[config.mk]
export PLATFORM = sky130hd
export DESIGN_NAME = serial_subtractor
export DESIGN_NICKNAME = d
export VERILOG_FILES = /design/src/rtl/serial_subtractor.sv
export SDC_FILE = /design/constraint.sdc
export NUM_CORES = 1
export LEC_CHECK = 0
export ABC_AREA = 1
export CAP_MARGIN = 25
export CORE_UTILIZATION = 45
export DETAILED_ROUTE_END_ITERATION = 16
export GPL_ROUTABILITY_DRIVEN = 0
export PLACE_DENSITY = 0.69
export SYNTH_ARGS = -nofsm -noshare
export SYNTH_HDL_FRONTEND = slang
export SYNTH_SLANG_ARGS = --single-unit
[constraint.sdc]
create_clock -name clk -period 1.35 [get_ports clk]
set_input_delay 0.27 -clock clk [delete_from_list [all_inputs] [get_ports clk]]
set_output_delay 0.27 -clock clk [all_outputs]
set_load 0.03 [all_outputs]
[src/rtl/serial_subtractor.sv]
// serial_subtractor: bit-serial a - b - bin, LSB first, one full-subtractor
// cell with a registered borrow. WIDTH bits take WIDTH RUN cycles.
// Optional macro SERIAL_SUB_OVF_EN adds the signed-overflow output ovf.
//
// Handshake: start is sampled only in IDLE; the accepting edge latches a, b
// and bin. busy is high exactly while state==RUN, done is a one-cycle pulse
// while state==DONE. diff/bout/ovf update only on the edge that enters DONE
// and otherwise hold the previous result. start in RUN/DONE is dropped.
module serial_subtractor #(
  parameter int WIDTH = 8
) (
  input  logic             clk,
  input  logic             rst,
  input  logic             start,
  input  logic [WIDTH-1:0] a,
  input  logic [WIDTH-1:0] b,
  input  logic             bin,
  output logic             busy,
  output logic             done,
  output logic [WIDTH-1:0] diff,
  output logic             bout
`ifdef SERIAL_SUB_OVF_EN
  ,
  output logic             ovf
`endif
);

  // Counter wide enough to hold WIDTH-1; at least one bit for WIDTH=1.
  localparam int CW = (WIDTH > 1) ? $clog2(WIDTH) : 1;
  localparam logic [CW-1:0] LAST = CW'(WIDTH - 1);

  typedef enum logic [1:0] {
    IDLE = 2'd0,
    RUN  = 2'd1,
    DONE = 2'd2
  } state_t;

  state_t           state;
  logic [WIDTH-1:0] a_sh;
  logic [WIDTH-1:0] b_sh;
  logic [WIDTH-1:0] r_sh;
  logic             br;
  logic [CW-1:0]    cnt;
`ifdef SERIAL_SUB_OVF_EN
  logic             a_msb;
  logic             b_msb;
`endif

  logic             ai;
  logic             bi;
  logic             d;
  logic             br_n;
  logic [WIDTH-1:0] r_next;

  // Full-subtractor cell on the current LSBs; the new bit enters at the MSB
  // so that after WIDTH shifts bit 0 lands at position 0.
  always_comb begin
    ai     = a_sh[0];
    bi     = b_sh[0];
    d      = ai ^ bi ^ br;
    br_n   = (~ai & bi) | (~(ai ^ bi) & br);
    r_next = r_sh >> 1;
    r_next[WIDTH-1] = d;
  end

  // Control FSM and datapath registers; all outputs are registered.
  always_ff @(posedge clk or posedge rst) begin
    if (rst) begin
      state <= IDLE;
      a_sh  <= '0;
      b_sh  <= '0;
      r_sh  <= '0;
      br    <= 1'b0;
      cnt   <= '0;
      busy  <= 1'b0;
      done  <= 1'b0;
      diff  <= '0;
      bout  <= 1'b0;
`ifdef SERIAL_SUB_OVF_EN
      a_msb <= 1'b0;
      b_msb <= 1'b0;
      ovf   <= 1'b0;
`endif
    end else begin
      case (state)
        IDLE: begin
          if (start) begin
            a_sh  <= a;
            b_sh  <= b;
            br    <= bin;
            r_sh  <= '0;
            cnt   <= '0;
            busy  <= 1'b1;
            state <= RUN;
`ifdef SERIAL_SUB_OVF_EN
            // Operand sign bits are shifted out during RUN, so keep copies.
            a_msb <= a[WIDTH-1];
            b_msb <= b[WIDTH-1];
`endif
          end
        end
        RUN: begin
          a_sh <= a_sh >> 1;
          b_sh <= b_sh >> 1;
          br   <= br_n;
          r_sh <= r_next;
          cnt  <= cnt + 1'b1;
          if (cnt == LAST) begin
            diff  <= r_next;
            bout  <= br_n;
            busy  <= 1'b0;
            done  <= 1'b1;
            state <= DONE;
`ifdef SERIAL_SUB_OVF_EN
            ovf   <= (a_msb != b_msb) && (r_next[WIDTH-1] != a_msb);
`endif
          end
        end
        DONE: begin
          done  <= 1'b0;
          state <= IDLE;
        end
        default: begin
          busy  <= 1'b0;
          done  <= 1'b0;
          state <= IDLE;
        end
      endcase
    end
  end

endmodule

Yosys cells after proc, flatten, opt, wreduce, memory -nomap -nowiden
Index checks and enable logic that the tools add are counted.
{"block": "totals", "ff_bits": 41, "input_bits": 20, "word_cells": 50}
{"block": "op_classes", "addsub": 1, "eq_ne": 5, "mux": 18, "n_bitwise": 9, "reduce_logical": 7}
{"cell": "8-bit one-hot mux with 2 select lines", "n": 3}
{"cell": "8-bit two-way mux", "n": 3}
{"cell": "2-bit AND reduction", "n": 4}
{"cell": "3-bit one-hot mux with 2 select lines", "n": 1}
{"cell": "1-bit two-way mux", "n": 4}
{"cell": "2-bit two-way mux", "n": 2}
{"cell": "2-bit inequality test (second input constant)", "n": 2}
{"cell": "1-bit NOT", "n": 4}
{"cell": "1-bit one-hot mux with 2 select lines", "n": 2}
{"cell": "2-bit one-hot mux with 2 select lines", "n": 1}
{"cell": "3-bit by 1-bit adder with 3-bit output (second input constant)", "n": 1}
{"cell": "3-bit == test (second input constant)", "n": 1}
{"cell": "3-bit two-way mux", "n": 1}
{"cell": "1-bit one-hot mux with 3 select lines", "n": 1}
{"cell": "3-bit AND reduction", "n": 1}
{"cell": "1-bit AND", "n": 2}
{"cell": "2-bit by 1-bit == test with 1-bit output (second input constant)", "n": 1}
{"cell": "2-bit == test (second input constant)", "n": 1}
{"cell": "2-bit zero test", "n": 1}
{"cell": "2-bit nonzero test", "n": 1}
{"cell": "1-bit bitwise XOR", "n": 2}
{"cell": "1-bit OR", "n": 1}

Logic depth before layout (Yosys ltp)
{"block": "depth", "ltp_word": 5, "depth_mapped": 7, "mapped_depth_nobuf": 6}

Least setup slack after synthesis
OpenSTA, ideal clock, no wires.
{"block": "synth_path", "path_type": "reg2reg", "start": "reg cnt[0]", "end": "reg diff[7]", "setup_time_ns": 0.065, "arrival_ns": 1.204, "required_time_ns": 1.285, "slack_ns": 0.081, "stages_incl_launch_ff": 7, "path_buffers": 1, "synth_period_minus_slack_ns": 1.269, "cell_sequence": "dfrtp_1 > ha_1 > ha_1 > nand2_2 > buf_6 > nand2_1 > nand2_1"}
{"block": "synth_between", "elab_chain_len": 2}
{"item": "start: declaration", "line_no": "43", "source": "logic [CW-1:0] cnt;"}
{"item": "start signal: assignment", "line_no": "107", "source": "cnt <= cnt + 1'b1;"}
{"item": "3-bit == test", "line_no": "108", "source": "if (cnt == LAST) begin"}
{"item": "2-bit AND reduction (no line)"}
{"item": "end signal: assignment", "line_no": "109", "source": "diff <= r_next;"}
{"item": "end: declaration", "line_no": "20", "source": "output logic [WIDTH-1:0] diff,"}
Every way passes these cells.
A chain may end at the register's enable or synchronous reset.

Worst setup path in the final report
{"block": "layout_path", "start": "reg diff[4]", "end": "out diff[4]"}
No word-level cell between the ends.

==> impl_metrics.yaml <==
setup_path:
  cp-start-kind: "flop"
  cp_cell_sequence: "dlygate4sd2_1"
  critical_path_class: "reg -> out"
  max_stage_delay_ns: 0.39
  cp_num_buf_inv: 1
  arrival_ns: 1.02
  endpoint_kind: "output port"
  crit_family: "buffers and inverters"
  critical_path_required_ns: 1.08
  crit_fanout: 2
  slowest_stage: "dlygate4sd2_1"
die:
  initial_core_util_pct: 47.9
  num_io_pins: 31
  fp.coreArea_um2: 4120
  rows: 23
  dieArea_um2: 4650
  dieHeight_um: 68.2
  die_w_um: 68.2
finish:
  final_nets: 295
  fillers: 355
  mostFrequentLayoutCells: "nand2_1, nand3_1, inv_1, dfrtp_1, clkdlybuf4s50_1"
  layout-drive-gt1-share_pct: 16.5
  insertedDiodeCount: 0
  syn_to_final_growth_pct: 27.0
  layout_commonest_cell: "nand2_1"
global_routing:
  grt_pass1_wl_mm: 6.41
  grt_max_degree: 41
  grtUsageTotal_pct: 18.9
  antenna_found_initial: 0
  gr-total-overflow: 0
  grt_pass1_vias: 1474
cts:
  clkSinkCount: 40
  path_clk_slew_ns: 0.08
  worstSkewPairLatency_ns: 0.29
  htreeDepth: 2
  clock_path_buffers: 2
  numCtsBuffers: 5
  post_cts_buffers: 0
  cts_tree: "yes"
  cts-root-buf: "clkbuf_8"
route:
  ant_nets: 0
  wirelength_mm: 3.78
  vias: 1577
  post_drt_wl_per_cell_um: 11.7
  first_pass_iters: 4
  drc_errors: 0
  drt-initial-drc-count: 86
  viasPerCell: 4.90
pwr:
  p_per_area_nw_per_um2: 2250
  p_comb_share_pct: 49.5
  p_int_uw: 3260
  p_leak_uw: 0.00133
  sw_frac_of_total_pct: 42.2
  seq_power_share_pct: 37.0
  peakVddDrop_uv: 1030
  p_switching_uw: 2380
  clkPwrFrac_pct: 13.5
timing:
  finalCriticalPeriod_ns: 1.29
  hold_viol: 0
  fin_skew_ns: 0.00526
  finalWorstSetupSlack_ns: 0.0551
  rsz0062_at_grt: "no"
  drv_slew: 0
  tightest_slew_ns: 0.300
  clock.fmax_mhz: 772
  fin_crit_sh_pct: 95.9
  finalSetupViolations: 0
  hold_ws_ns: 0.324
  maxSlewHeadroom_pct: 80.1
logic_synthesis:
  synthesis.nets: 254
  avgSynthCellArea_um2: 8.54
  synth_top_area_share_pct: 50.8
  synthCells: 231
  ys_seq_area_share_pct: 50.8
  syn_area_um2: 1970
  yosysTopAreaCell: "dfrtp_1"
  synthTopCellsByArea: "dfrtp_1, nand3_1, nand2_1"
  synth_cell_types: 19
  yosysWarnings: 0
  ys_ff_latch: 40
worst_hold_path:
  holdCritPathClass: "in -> async"
outcome:
  outcome: "complete, no violations"
placed_design:
  dp_hpwl_mm: 2.62
  place_ws_ns: -0.0484
  io_buffer_count: 30
run:
  maxCapViolations: 0
==> path summary, 6_finish.rpt <==
check	start	endpoint	slack, ns	cells after the start
setup reg to reg	cnt[0]	diff[5]	0.06	6
hold reg to reg	diff[3]	diff[3]	0.48	2
setup / recovery	diff[4]	diff[4]	0.06	1
min in group clk	diff[3]	diff[3]	0.48	2
max in group asynchronous	rst	busy	0.82	3
hold / removal	rst	diff[0]	0.32	3
==> cells in the mapped netlist <==
library cell / n
a21oi_2: 1
inv_4: 1
nor2_4: 1
nand2_2: 1
nand2_1: 58
nand2_4: 2
buf_4: 3
nand2_8: 1
dfrtp_1: 40
inv_1: 42
fa_1: 1
buf_2: 5
buf_6: 3
nor2_1: 3
nand3_1: 47
o21ai_2: 13
ha_1: 2
o21ai_0: 6
inv_2: 1
==> registers in the layout, indices dropped and copies added, names as in the netlist <==
register	flops
a_sh	8
b_sh	8
bout	1
br	1
busy	1
cnt	3
diff	8
done	1
r_sh	7
state	2
==> cells by family after synthesis <==
family	share of synthesized area, %
AO/OA/AOI/OAI	7.74
adder cells (fa/ha/maj)	2.28
buffers and inverters	12.6
flip-flops	50.8
AND/OR/NAND/NOR	26.6
==> routing by layer <==
layer	wire [um]	global-route usage (%)
met3	159	4.00
met5	0	0
met4	55	8.07
met2	1740	30.1
met1	1830	24.6
==> stage by stage <==
step | area [um2] | setup TNS (ns) | std cells | util [%] | total power (uW)
floorplan | 1970 | 0 | 231 | - | 4080
detailed placement | 2430 | -0.579 | 315 | 59.0 | 4990
global placement | 2430 | -0.330 | 315 | 59.0 | 4930
finish | 2500 | 0 | 322 | 60.8 | 5630
CTS | 2490 | 0 | 322 | 60.6 | 5670
global route | 2500 | 0 | 322 | 60.8 | 6110
==> final cells by class <==
| type | count | area, um2 | area share, % |
|---|---|---|---|
| Multi-Input combinational cell | 136 | 727 | 29.0 |
| Clock inverter | 2 | 12.5 | 0.500 |
| Tap cell | 50 | 62.6 | 2.50 |
| Clock buffer | 5 | 68.8 | 2.75 |
| Timing Repair Buffer | 45 | 464 | 18.5 |
| Inverter | 44 | 168 | 6.70 |
| Sequential cell | 40 | 1000 | 40.0 |
==> power by group through the flow <==
stage	sequential (uW)	clock, uW	combinational (uW)
after global placement	2090	0	2840
after CTS	2080	786	2800
after global routing	2150	836	3120
final	2080	761	2790
after floorplan	2340	0	1740
after detailed placement	2090	0	2900
==> repair_timing <==
item,CTS,global route
pin swaps,0,1
endpoints found under the setup margin,10,15
cloned,0,0
gates resized for setup,10,9
hold buffers,0,0
Power figures use the tool's default switching activity.
